`config.mk`:
```
export PLATFORM = sky130hd
export DESIGN_NAME = pc_gen
export DESIGN_NICKNAME = d
export VERILOG_FILES = /design/src/rtl/cpu_pkg.sv /design/src/rtl/redirect_arb.sv /design/src/rtl/pc_gen.sv
export SDC_FILE = /design/constraint.sdc
export NUM_CORES = 1
export LEC_CHECK = 0
export ABC_AREA = 1
export CELL_PAD_IN_SITES_DETAIL_PLACEMENT = 1
export CELL_PAD_IN_SITES_GLOBAL_PLACEMENT = 1
export CORE_ASPECT_RATIO = 1.1
export CORE_MARGIN = 2
export CORE_UTILIZATION = 30
export DETAILED_ROUTE_END_ITERATION = 10
export PLACE_DENSITY_LB_ADDON = 0.1
export SETUP_SLACK_MARGIN = 0.5
export SYNTH_ARGS = -nofsm -noshare
export SYNTH_HDL_FRONTEND = slang
export SYNTH_SLANG_ARGS = --single-unit
```
`constraint.sdc`:
```
create_clock -name clk -period 2.71 [get_ports clk]
set_input_delay 0.271 -clock clk [delete_from_list [all_inputs] [get_ports clk]]
set_output_delay 0.271 -clock clk [all_outputs]
set_load 0.01 [all_outputs]
```
`src/rtl/cpu_pkg.sv`:
```
// Shared fetch-stage constants: redirect source codes (higher code wins)
// and the default reset / exception-entry addresses.
package cpu_pkg;

  localparam logic [1:0] SRC_BR   = 2'd0;
  localparam logic [1:0] SRC_J    = 2'd1;
  localparam logic [1:0] SRC_ERET = 2'd2;
  localparam logic [1:0] SRC_EXC  = 2'd3;

  localparam logic [31:0] DEF_RESET_PC = 32'h0000_3000;
  localparam logic [31:0] DEF_EXC_PC   = 32'h0000_4180;

endpackage

```
`src/rtl/redirect_arb.sv`:
```
// Fixed-priority pick of the live redirect (exc > eret > jump > branch).
// Purely combinational, zero latency, no backpressure.
module redirect_arb
  import cpu_pkg::*;
#(
  parameter int               WIDTH  = 32,
  parameter logic [WIDTH-1:0] EXC_PC = WIDTH'(DEF_EXC_PC)
) (
  input  logic             branch,
  input  logic [WIDTH-1:0] branch_addr,
  input  logic             jump,
  input  logic [WIDTH-1:0] jump_addr,
  input  logic             eret,
  input  logic [WIDTH-1:0] epc,
  input  logic             exc,
  output logic             live_valid,
  output logic [1:0]       live_src,
  output logic [WIDTH-1:0] live_addr
);

  always_comb begin
    live_valid = exc | eret | jump | branch;
    live_src   = SRC_BR;
    live_addr  = branch_addr;
    if (exc) begin
      live_src  = SRC_EXC;
      live_addr = EXC_PC;
    end else if (eret) begin
      live_src  = SRC_ERET;
      live_addr = epc;
    end else if (jump) begin
      live_src  = SRC_J;
      live_addr = jump_addr;
    end
  end

endmodule

```
`src/rtl/pc_gen.sv`:
```
// PC register with prioritised redirects; redirect visible one cycle after the request.
// Stall holds pc; a redirect seen while stalled is parked in a one-entry buffer.
module pc_gen
  import cpu_pkg::*;
#(
  parameter int               WIDTH    = 32,
  parameter logic [WIDTH-1:0] RESET_PC = WIDTH'(DEF_RESET_PC),
  parameter logic [WIDTH-1:0] EXC_PC   = WIDTH'(DEF_EXC_PC)
) (
  input  logic             clk,
  input  logic             reset,
  input  logic             stall,
  input  logic             branch,
  input  logic [WIDTH-1:0] branch_addr,
  input  logic             jump,
  input  logic [WIDTH-1:0] jump_addr,
  input  logic             eret,
  input  logic [WIDTH-1:0] epc,
  input  logic             exc,
  output logic [WIDTH-1:0] pc,
  output logic [WIDTH-1:0] pc_plus4,
  output logic [WIDTH-1:0] pc_plus8,
  output logic             pend_valid,
  output logic [1:0]       pend_src,
  output logic             pc_misaligned
);

  logic             live_valid;
  logic [1:0]       live_src;
  logic [WIDTH-1:0] live_addr;
  logic [WIDTH-1:0] pend_addr;
  logic             take_live;
  logic             cand_valid;
  logic [WIDTH-1:0] cand_addr;

  redirect_arb #(
    .WIDTH  (WIDTH),
    .EXC_PC (EXC_PC)
  ) u_arb (
    .branch      (branch),
    .branch_addr (branch_addr),
    .jump        (jump),
    .jump_addr   (jump_addr),
    .eret        (eret),
    .epc         (epc),
    .exc         (exc),
    .live_valid  (live_valid),
    .live_src    (live_src),
    .live_addr   (live_addr)
  );

  assign pc_plus4      = pc + WIDTH'(4);
  assign pc_plus8      = pc + WIDTH'(8);
  assign pc_misaligned = (pc[1:0] != 2'b00);

  // An equal-or-higher priority live request supersedes the parked one.
  assign take_live  = live_valid && (!pend_valid || (live_src >= pend_src));
  assign cand_valid = take_live || pend_valid;
  assign cand_addr  = take_live ? live_addr : pend_addr;

  always_ff @(posedge clk) begin
    if (!reset) begin
      pc         <= RESET_PC;
      pend_valid <= 1'b0;
      pend_src   <= SRC_BR;
      pend_addr  <= '0;
    end else if (exc) begin
      pc         <= EXC_PC;
      pend_valid <= 1'b0;
      pend_src   <= SRC_BR;
    end else if (!stall) begin
      pc         <= cand_valid ? cand_addr : pc_plus4;
      pend_valid <= 1'b0;
      pend_src   <= SRC_BR;
    end else if (take_live) begin
      pend_valid <= 1'b1;
      pend_src   <= live_src;
      pend_addr  <= live_addr;
    end
  end

endmodule

```
; ---- Word-level counts from Yosys, hierarchy flattened
; Index checks and enable logic that the tools add are counted.
[word_totals]
regBits = 67
latchBits = 0
ramBits = 0
rom_bits = 0
in_bits = 103
output_inout_bits = 100
memories = 0
[classes]
n_addsub = 2
mul = 0
div = 0
order_cmp = 1
n_eq_ne = 1
shifts = 0
muxes = 9
bitwise_logic = 6
reduce_logical = 8
[op_table]
columns = cell, count
row1 = $mux W32, 4
row2 = $add A32 B3 Y32 const B, 1
row3 = $add A32 B4 Y32 const B, 1
row4 = $mux W15, 2
row5 = $mux W2, 2
row6 = $not A1 Y1, 3
row7 = $or A1 B1 Y1, 3
row8 = $reduce_or A3 Y1, 1
row9 = $ge A2 B2 Y1, 1
row10 = $logic_or A1 B1 Y1, 2
row11 = $ne A2 B1 Y1 const B, 1
row12 = $reduce_and A2 Y1, 1
row13 = $reduce_bool A2 Y1, 1
row14 = $reduce_or A2 Y1, 1
row15 = $logic_and A1 B1 Y1, 1
row16 = $logic_not A1 Y1, 1
row17 = $mux W1, 1

; ---- Depth between registers and ports, before layout
; Gate-level depths: netlist of the first run.
[depth]
depth_word = 10
depth_mapped = 17

; ---- Hierarchy
; From an unflattened synthesis of the first run, not the netlist that was laid out.
[hier_totals]
hier_cells = 1035
hier_area_um2 = 5818.1
[by_module_without_submodules]
columns = module, n_inst, cells_each, area_each_um2, seq_area_each_um2
row1 = pc_gen, 1, 789, 4824.6, 1341.3
row2 = redirect_arb, 1, 246, 993.5, 0.0

; ---- Least setup slack after synthesis of the first run
; No wires, ideal clock.
[synth_path]
path_kind = input port to flip-flop
from = in eret
to = reg pc[17]
t_arrival_ns = 1.953
required_ns = 2.582
setup_slack_ns = 0.629
stages = 17
n_path_buf = 3
path_cell_list = inv_1 > buf_2 > clkbuf_1 > a21oi_1 > ha_1 > inv_1 > nand2_1 > nand2_1 > nand2_1 > nand2_1 > inv_2 > buf_2 > nand2_1 > nand3_1 > nand2_1 > nor2_1 > nor2_1
[synth_between]
elab_chain_cells = 7
[synth_rtl]
columns = element, line_no
row1 = "start, declared", pc_gen.sv:17  ; input logic eret,
row2 = $mux W2, redirect_arb.sv:28  ; end else if (eret) begin
row3 = $mux W2, redirect_arb.sv:25  ; if (exc) begin
row4 = $ge A2 B2 Y1, pc_gen.sv:57  ; assign take_live = live_valid && (!pend_valid || (live_src >= pend_src));
row5 = $logic_or A1 B1 Y1, pc_gen.sv:57
row6 = $logic_and A1 B1 Y1, pc_gen.sv:57
row7 = $mux W32 / $logic_or A1 B1 Y1 (equally long branches), n/a
row8 = $mux W32 (*), pc_gen.sv:72  ; pc <= cand_valid ? cand_addr : pc_plus4;
row9 = "end signal, assigned", pc_gen.sv:72
row10 = "end, declared", pc_gen.sv:20  ; output logic [WIDTH-1:0] pc,
; Every way passes the cells marked *; elsewhere a longest branch is shown, timed or not.
; A chain may end at the register's enable or synchronous reset.

; ---- Worst setup path after layout of the first run
[layout_path]
from = reg pc[4]
to = out pc_plus4[10]
[layout_between]
elab_chain_cells = 1
[layout_rtl]
columns = element, line_no
row1 = $add A32 B3 Y32, pc_gen.sv:52  ; assign pc_plus4 = pc + WIDTH'(4);
row2 = "end, declared", pc_gen.sv:21  ; output logic [WIDTH-1:0] pc_plus4,
; Every way passes these cells.

==> metrics.md, run 1 <==
| Metric | Value |
|---|---|
| Status | finished clean |
| Syn Area/Cell | 5.93 µm² |
| Drt initial violations | 368 |
| Clock root cell | clkbuf_16 |
| Slowest cell on crit path | dfxtp_2 |
| Fraction of layout cells with a size suffix above 1 | 20.8% |
| Net switching power figure | 0.945 mW |
| Via count | 6,595 |
| CTS tree | yes |
| Gate power share | between 20% and 30% |
| Synth Area in Adders | 0.948% |
| Height of the chip | 143 µm |
| Post-synth EDFFs | 0 |
| Most common cell in the netlist | nand2_1 |
| Fmax | about 0.44 GHz |
| Synth area leaders | dfxtp_1 25%, nand2_1 21%, nand3_1 8.6% |
| Initial core utilization | 30.8% |
| Largest family of logic cells by synthesized area | simple AND/OR/NAND/NOR gates |
| Max Root-Sink Buffers | 2 |
| Max-capacitance violation count | 0 |
| Worst Path Class, Setup | reg -> out |
| Tcrit/Tclk final | about 84% |
| CTS sink count | 67 |
| Top post-synthesis cells by count | 292 x nand2_1, 91 x nand3_1, 90 x inv_1, 75 x o21ai_0, 67 x dfxtp_1 |
| Largest net degree at the start of global routing | between 60 and 70 |
| Hold Buf Count CTS | 0 |
| Fin crit period | 2.28 ns |
| Buf/Inv on CP | 4 |
| Fin cells | 1,371 |
| Top-Level Pins | roughly 200 |
| Clock Skew | 0.00996 ns |
| Yosys cell types | 33 |
| Pre-antenna DRT Iters | 4 |
| Ys Warns | 0 |
| Slew Viols, Final | 0 |
| R2R depth | 12 |
| CTS buffer count | 9 |
| Syn nets | roughly 1,000 |
| Number of diodes | 0 |
| Area Growth Syn to Fin | 63.9% |
| Leak Pwr | slightly below 4 nW |
| Syn Inst Count | 891 |
| First-pass GRT wire length | between 30,000 and 40,000 µm |
| Sw Share | 28.0% |
| Final Hold Vio Count | 0 |
| Critical path cell sequence | buf_6 -> nand2_4 -> nor2_4 -> nand2_4 -> buf_4 -> buf_4 -> xor2_1 -> dlygate4sd2_1 |
| Final wirelength | 22,700 µm |
| Drt wl/cell | 16.6 µm |
| Nets | about 1,200 |
| Power share of the sequential group | 32.7% |
| H-tree depth | 3 |
| Number of synthesized register bits | 67 |
| Simple-Gate Fraction of Synth Area | just over 40% |
| Hold path depth | 4 |
| Clk pwr share | 42.0% |
| Routability cong. | 0.881 |
| P_int | 2.43 mW |
| Critical Path RT | 2.44 ns |
| DP Cell Count | 1,312 |
| Sequential area share after synthesis | 25.4% |
| Vias in the first global route | 6,398 |
| Slew at the pin closest to its max-slew limit | 0.522 ns |
| Total track usage | 22.9% |
| Initial antenna violation count | 0 |
| Pwr/cell area | 390 nW/µm² |
| Final ANT Viol Nets | 0 |
| Primary FF master, synth | dfxtp_1 |
| Number of stages on the worst setup path | 8 |
| Detailed Place HPWL | 16,700 µm |
| Peak supply drop | 0.000284 V |
| DR DRC count | 0 |
| Cell Area, Synth | around 5300 µm² |
| Die X | roughly 130 µm |
| Rows | 50 |
| Core area | 17,100 µm² |
| Post-synth top area share | around 25% |
| Critical Path AT | roughly 2.0 ns |
| Crit. End Element | primary output |
| Post-synthesis async set-or-reset flop share | 0% |
| Slowest stage delay, CP | 0.37 ns |
| Final Setup Violations | 0 |
| Filler cell count | 2,268 |
| Avg Vias per Cell | 4.81 |
| Setup TNS | 0 ns |
| Hold Crit Class | in -> reg |
| Startpoint types | register |
| Crit-path max FO | 5 |
| Worst-Skew Late Latency | about 0.34 ns |
| Delay-heaviest family, CP | buffers and inverters |
| Xor and xnor area share after synthesis | 6.14% |
| Port Buffers | 202 |
| Clk pin slew, worst setup/hold paths | about 0.06 ns |
| Post-synthesis mux area share | 0% |
| Relative slew margins | 65.2% |
| Synth Area in Compound Gates | between 10% and 20% |
| Total grt overflow | 0 |
| Most area-hungry cell type in the Yosys netlist | dfxtp_1 |
| Die area | 18,700 µm² |
| Min Hold Slack | between 0.4 and 0.5 ns |
| RSZ-0062 raised after global routing | true |
worst min-delay path, stage by stage:
cell and delay (ns):
dlymetal6s2s_1 0.16, inv_1 0.09, a21oi_2 0.07, a21oi_1 0.12
power groups by stage:
stage                     registers (mW)  clock network (mW)  logic, mW
after global placement              1.12                   0      0.823
after floorplan                     1.12                   0      0.387
final                               1.11                1.42      0.854
after global routing                1.11                1.49      0.941
after detailed placement            1.12                   0      0.835
after CTS                           1.10                1.44      0.832
state kept, by name, summed over array words and instances, names as in the netlist, named ones only:
signal	flops
pc	30
pend_valid	1
pend_src	2
pend_addr	32
through the flow:
stage	util (%)	area, µm²	total power [mW]	worst slack, ns
2_1_floorplan	-	5280	1.51	0.629
3_3_place_gp	44.4	7620	1.94	0.199
3_5_place_dp	44.4	7620	1.95	0.166
4_1_cts	48.7	8350	3.38	0.261
5_1_grt	50.5	8660	3.55	0.327
6_report	50.5	8660	3.38	0.428
cell usage in the layout (no fill, tap or decap), types with 5 or more instances in the layout:
master             n
xor2_2             6
clkdlybuf4s15_1    5
clkbuf_2          12
buf_4             69
o21ai_0           72
buf_6              7
inv_1             86
dfxtp_4            7
dlygate4sd2_1     26
dfxtp_1           45
buf_2              5
xor2_1            27
nor2_1            23
nand2_2           12
clkbuf_16          9
and2_1             7
clkdlybuf4s50_1  150
or2_2             14
a21oi_1           59
nand2_4           12
dfxtp_2           15
nand2_1          276
o211ai_1           9
nor2_4            27
nand3_1           90
nor2_2            14
final cells by class:
class	instances	area [µm²]	area share, %
clock buffers	12	267	3.08
clock inverters	4	95.1	1.10
inverters	92	355	4.11
multi-input cells	682	3720	43.0
flip-flops and latches	67	1390	16.0
well taps	234	293	3.38
repair buffers	279	2530	29.2
repair inverters	1	5.00	0.0578
timing repair:
action,CTS,global route
hold endpoints to repair,0,0
resized for setup,141,93
buffers inserted,19,23
pin swaps,15,27
endpoints found under the setup margin,52,75
cloned,0,1
per-layer routing:
metal	wire length, µm	track usage [%]	vias up
li1	-	-	3320
met1	10400	30.3	3042
met2	10600	37.9	209
met3	1190	4.38	24
met4	460	6.38	0
met5	0	0	-
final timing paths:
path / slack, ns / start / end
setup / recovery: 0.43 / pc[4] / pc_plus4[10]
hold / removal: 0.41 / eret / pend_src[0]
setup reg to reg: 0.89 / pend_src[0] / pc[18]
hold reg to reg: 0.51 / pend_src[1] / pend_src[1]
logic make-up after synthesis:
kind of cell               after synthesis
and+or+nand+nor                        484
AOI/OAI and AO/OA                      157
buffers and inverters                  142
DFF                                     67
xor gates and xnor gates                37
adders and majority gates                4
No activity file was read; power rests on OpenSTA's default activity.
==> run 2: changes to the inputs <==
--- a/config.mk
+++ b/config.mk
@@ -10,7 +10,7 @@
 export CELL_PAD_IN_SITES_GLOBAL_PLACEMENT = 1
 export CORE_ASPECT_RATIO = 1.1
 export CORE_MARGIN = 2
-export CORE_UTILIZATION = 30
+export CORE_UTILIZATION = 27
 export DETAILED_ROUTE_END_ITERATION = 10
 export PLACE_DENSITY_LB_ADDON = 0.1
 export SETUP_SLACK_MARGIN = 0.5
==> constraint.sdc (replaced) <==
create_clock -name clk -period 1.95 [get_ports clk]
set_input_delay 0.195 -clock clk [delete_from_list [all_inputs] [get_ports clk]]
set_output_delay 0.195 -clock clk [all_outputs]
set_load 0.01 [all_outputs]
==> run 2 against run 1 <==
Against the previous run:
- the run now ends with setup timing left
- register-to-register slack got worse by 0.95 ns
- critical path depth rose by 2
- wire length rose by 50%
- sequential cell count did not move
- sequential share of layout area fell by 4.1 points
- clock skew rose by 0.0018 ns
- clock-buffer cell count fell by 1
- design area rose by 37%
- sequential power rose by 40%
- cell count rose by 13%
- clock power rose by 45%
- power rose by 60%
- critical path type unchanged
==> metrics.md, run 2 (same netlist as run 1, synthesis figures left out) <==
| Metric | Value |
|---|---|
| Setup ws final | -0.220 ns (-0.648 ns) |
| H-tree depth | 3 (unchanged) |
| Hold Crit Class | in -> reg |
| Hold Buf Count CTS | 0 (unchanged) |
| Core area | 19,200 µm² (+12%) |
| Critical Path AT | 1.98 ns (-0.03 ns) |
| Commonest non-fill, non-tap cell in the layout | nand2_1 |
| Fraction of layout cells with a size suffix above 1 | 53.6% (+33 points) |
| Final Hold Vio Count | 0 (unchanged) |
| Worst Path Class, Setup | reg -> out |
| Min-delay src | eret |
| Total grt overflow | 0 (unchanged) |
| Largest net degree at the start of global routing | 38 (-42%) |
| Slew at the pin closest to its max-slew limit | 0.734 ns (+0.213 ns) |
| Fin crit period | 2.17 ns |
| CTS sink count | 67 (unchanged) |
| Met2 usage | 46.9% (+9.1 points) |
| Number of diodes | 0 (unchanged) |
| Drt wl/cell | 22.0 µm (+33%) |
| Most flops, register | pend_addr |
| CTS tree | yes |
| Detailed Place HPWL | 18,400 µm (+9.7%) |
| Initial core utilization | 27.6% (-3.3 points) |
| Slew Viols, Final | 0 (unchanged) |
| Max-capacitance violation count | 0 (unchanged) |
| Drt initial violations | 494 (+34%) |
| Final ANT Viol Nets | 0 (unchanged) |
| Pre-antenna DRT Iters | 7 (+3) |
| Initial antenna violation count | 0 (unchanged) |
| Pwr/cell area | 457 nW/µm² (+17%) |
| Final wirelength | 33,900 µm (+50%) |
| DR DRC count | 0 (unchanged) |
| Startpoint types | register |
| Critical Path RT | 1.75 ns (-0.69 ns) |
| Total track usage | 27.0% (+4.1 points) |
| Delay-heaviest family, CP | buffers and inverters |
| Nets | 1,400 (+13%) |
| Reg2Reg Launch Point | pc[3] |
| Via count | 7,961 (+21%) |
| Slowest cell on crit path | dfxtp_4 |
| Crit-path max FO | 5 (unchanged) |
| Critical path cell sequence | ha_4 -> inv_4 -> buf_4 -> buf_6 -> nor2_4 -> buf_12 -> buf_8 -> nand2_4 -> xor2_1 -> buf_2 |
| Relative slew margins | 50.5% (-15 points) |
| Fin cells | 1,545 (+13%) |
| Status | finished, violations left |
| Area Growth Syn to Fin | 124% |
| Routability cong. | 0.854 (-3.1%) |
| CTS buffer count | 9 (unchanged) |
| Height of the chip | 151 µm (+5.3%) |
| Rows | 53 (+6.0%) |
| Clock Skew | 0.0117 ns (+0.00176 ns) |
| Top-Level Pins | 203 (unchanged) |
| Worst-Skew Late Latency | 0.35 ns (about the same) |
| Port Buffers | 202 (unchanged) |
| Max FFs per register | 32 (unchanged) |
| Critical Path Start | pc[3] |
| Max Root-Sink Buffers | 2 (unchanged) |
| Vias in the first global route | 7,887 (+23%) |
| Final core area utilization | 61.8% (+11 points) |
| Regs by FF count | pend_addr x32, pc x30, pend_src x2 |
| Grt met1 use | 32.3% (+2.1 points) |
| Die X | 137 µm (+5.2%) |
| Final Setup Violations | 50 (+50) |
| Peak supply drop | 0.000450 V (+59%) |
| Post-DP Area | 8820 µm² (+16%) |
| Leak Pwr | 5.73 nW (+46%) |
| Design area | 11,800 µm² (+37%) |
| Avg Vias per Cell | 5.15 (+7.1%) |
| Commonest cells after routing, fill and taps aside | 175 x nand2_1, 143 x buf_4, 99 x clkdlybuf4s50_1, 89 x buf_6, 72 x inv_1 |
| First-pass GRT wire length | 42,800 µm (+27%) |
| Tcrit/Tclk final | 111% |
| Slowest stage delay, CP | 0.42 ns (+0.05 ns) |
| Gr busiest metal | met2 |
| Buf/Inv on CP | 6 (+2) |
| DP Cell Count | 1,440 (+9.8%) |
| Die area | 20,700 µm² (+11%) |
| Met3 usage | 4.34% (-0.040 points) |
| Failing checks | setup timing |
| Fmax | 0.461 GHz |
| Clock root cell | clkbuf_16 |
| Crit. End Element | primary output |
| Clk pin slew, worst setup/hold paths | 0.06 ns (about the same) |
| RSZ-0062 raised after global routing | true |
## run 2: cell types whose count changed in the layout (fill, tap and decap cells not counted), sizes merged
cell / change
buf: +215
clkdlybuf4s50: -51
dlymetal6s2s: +19
clkbuf: -11
dlygate4sd2: -10
clkdlybuf4s15: -1
## run 2: through the flow
| stage | TNS [ns] | hold WS, ns | setup slack, ns | power [mW] |
|---|---|---|---|---|
| 3_5_place_dp | -20.37 | 0.479 | -0.404 | 2.87 |
| 3_3_place_gp | -16.16 | 0.479 | -0.369 | 2.84 |
| 2_1_floorplan | 0 | 0.346 | 0.225 | 2.14 |
| 5_1_grt | -8.57 | 0.569 | -0.271 | 5.58 |
| 6_report | -5.67 | 0.540 | -0.220 | 5.42 |
| 4_1_cts | -0.763 | 0.474 | -0.0793 | 5.02 |
## run 2: path summary, 6_finish.rpt
check	endpoint	slack, ns	cells past startpoint
min reg2reg	pend_addr[3]	0.55	2
max reg2reg	pc[15]	-0.06	13
max	pc_plus8[25]	-0.22	10
min	pend_src[1]	0.54	7
## run 2: worst min-delay path: stages
cell and delay (ns):
buf_2 0.09, buf_6 0.13, nor2_4 0.04, inv_1 0.07
buf_4 0.11, nand2_1 0.07, a21boi_2 0.14
## run 2: cell type report
type | count | area (µm²)
fillers | 2263 | 7320
multi-input cells | 682 | 5150
repair buffers | 441 | 4230
flip-flops and latches | 67 | 1420
inverters | 92 | 380
well taps | 247 | 309
clock buffers | 11 | 254
clock inverters | 5 | 108
## run 2: timing repair
item,in CTS,in global routing
setup endpoints to repair,166,145
resized for setup,593,232
endpoints found under the hold margin,0,0
pin swaps,124,100
setup buffers,61,22
gates cloned,6,0
## run 2: metal layers
layer  share of wire, %  up-vias
met2                 50      356
met1                 39     3857
met3                5.2      114
met5                  0        -
met4                5.9        0
li1                   -     3634
## run 2: report_power, final
part | leakage [nW] | total [mW] | switching (mW) | internal (mW)
clock network | 0.175 | 2.06 | 0.730 | 1.33
logic | 4.98 | 1.80 | 0.949 | 0.855
registers | 0.566 | 1.55 | 0.101 | 1.45
total | 5.73 | 5.42 | 1.78 | 3.64
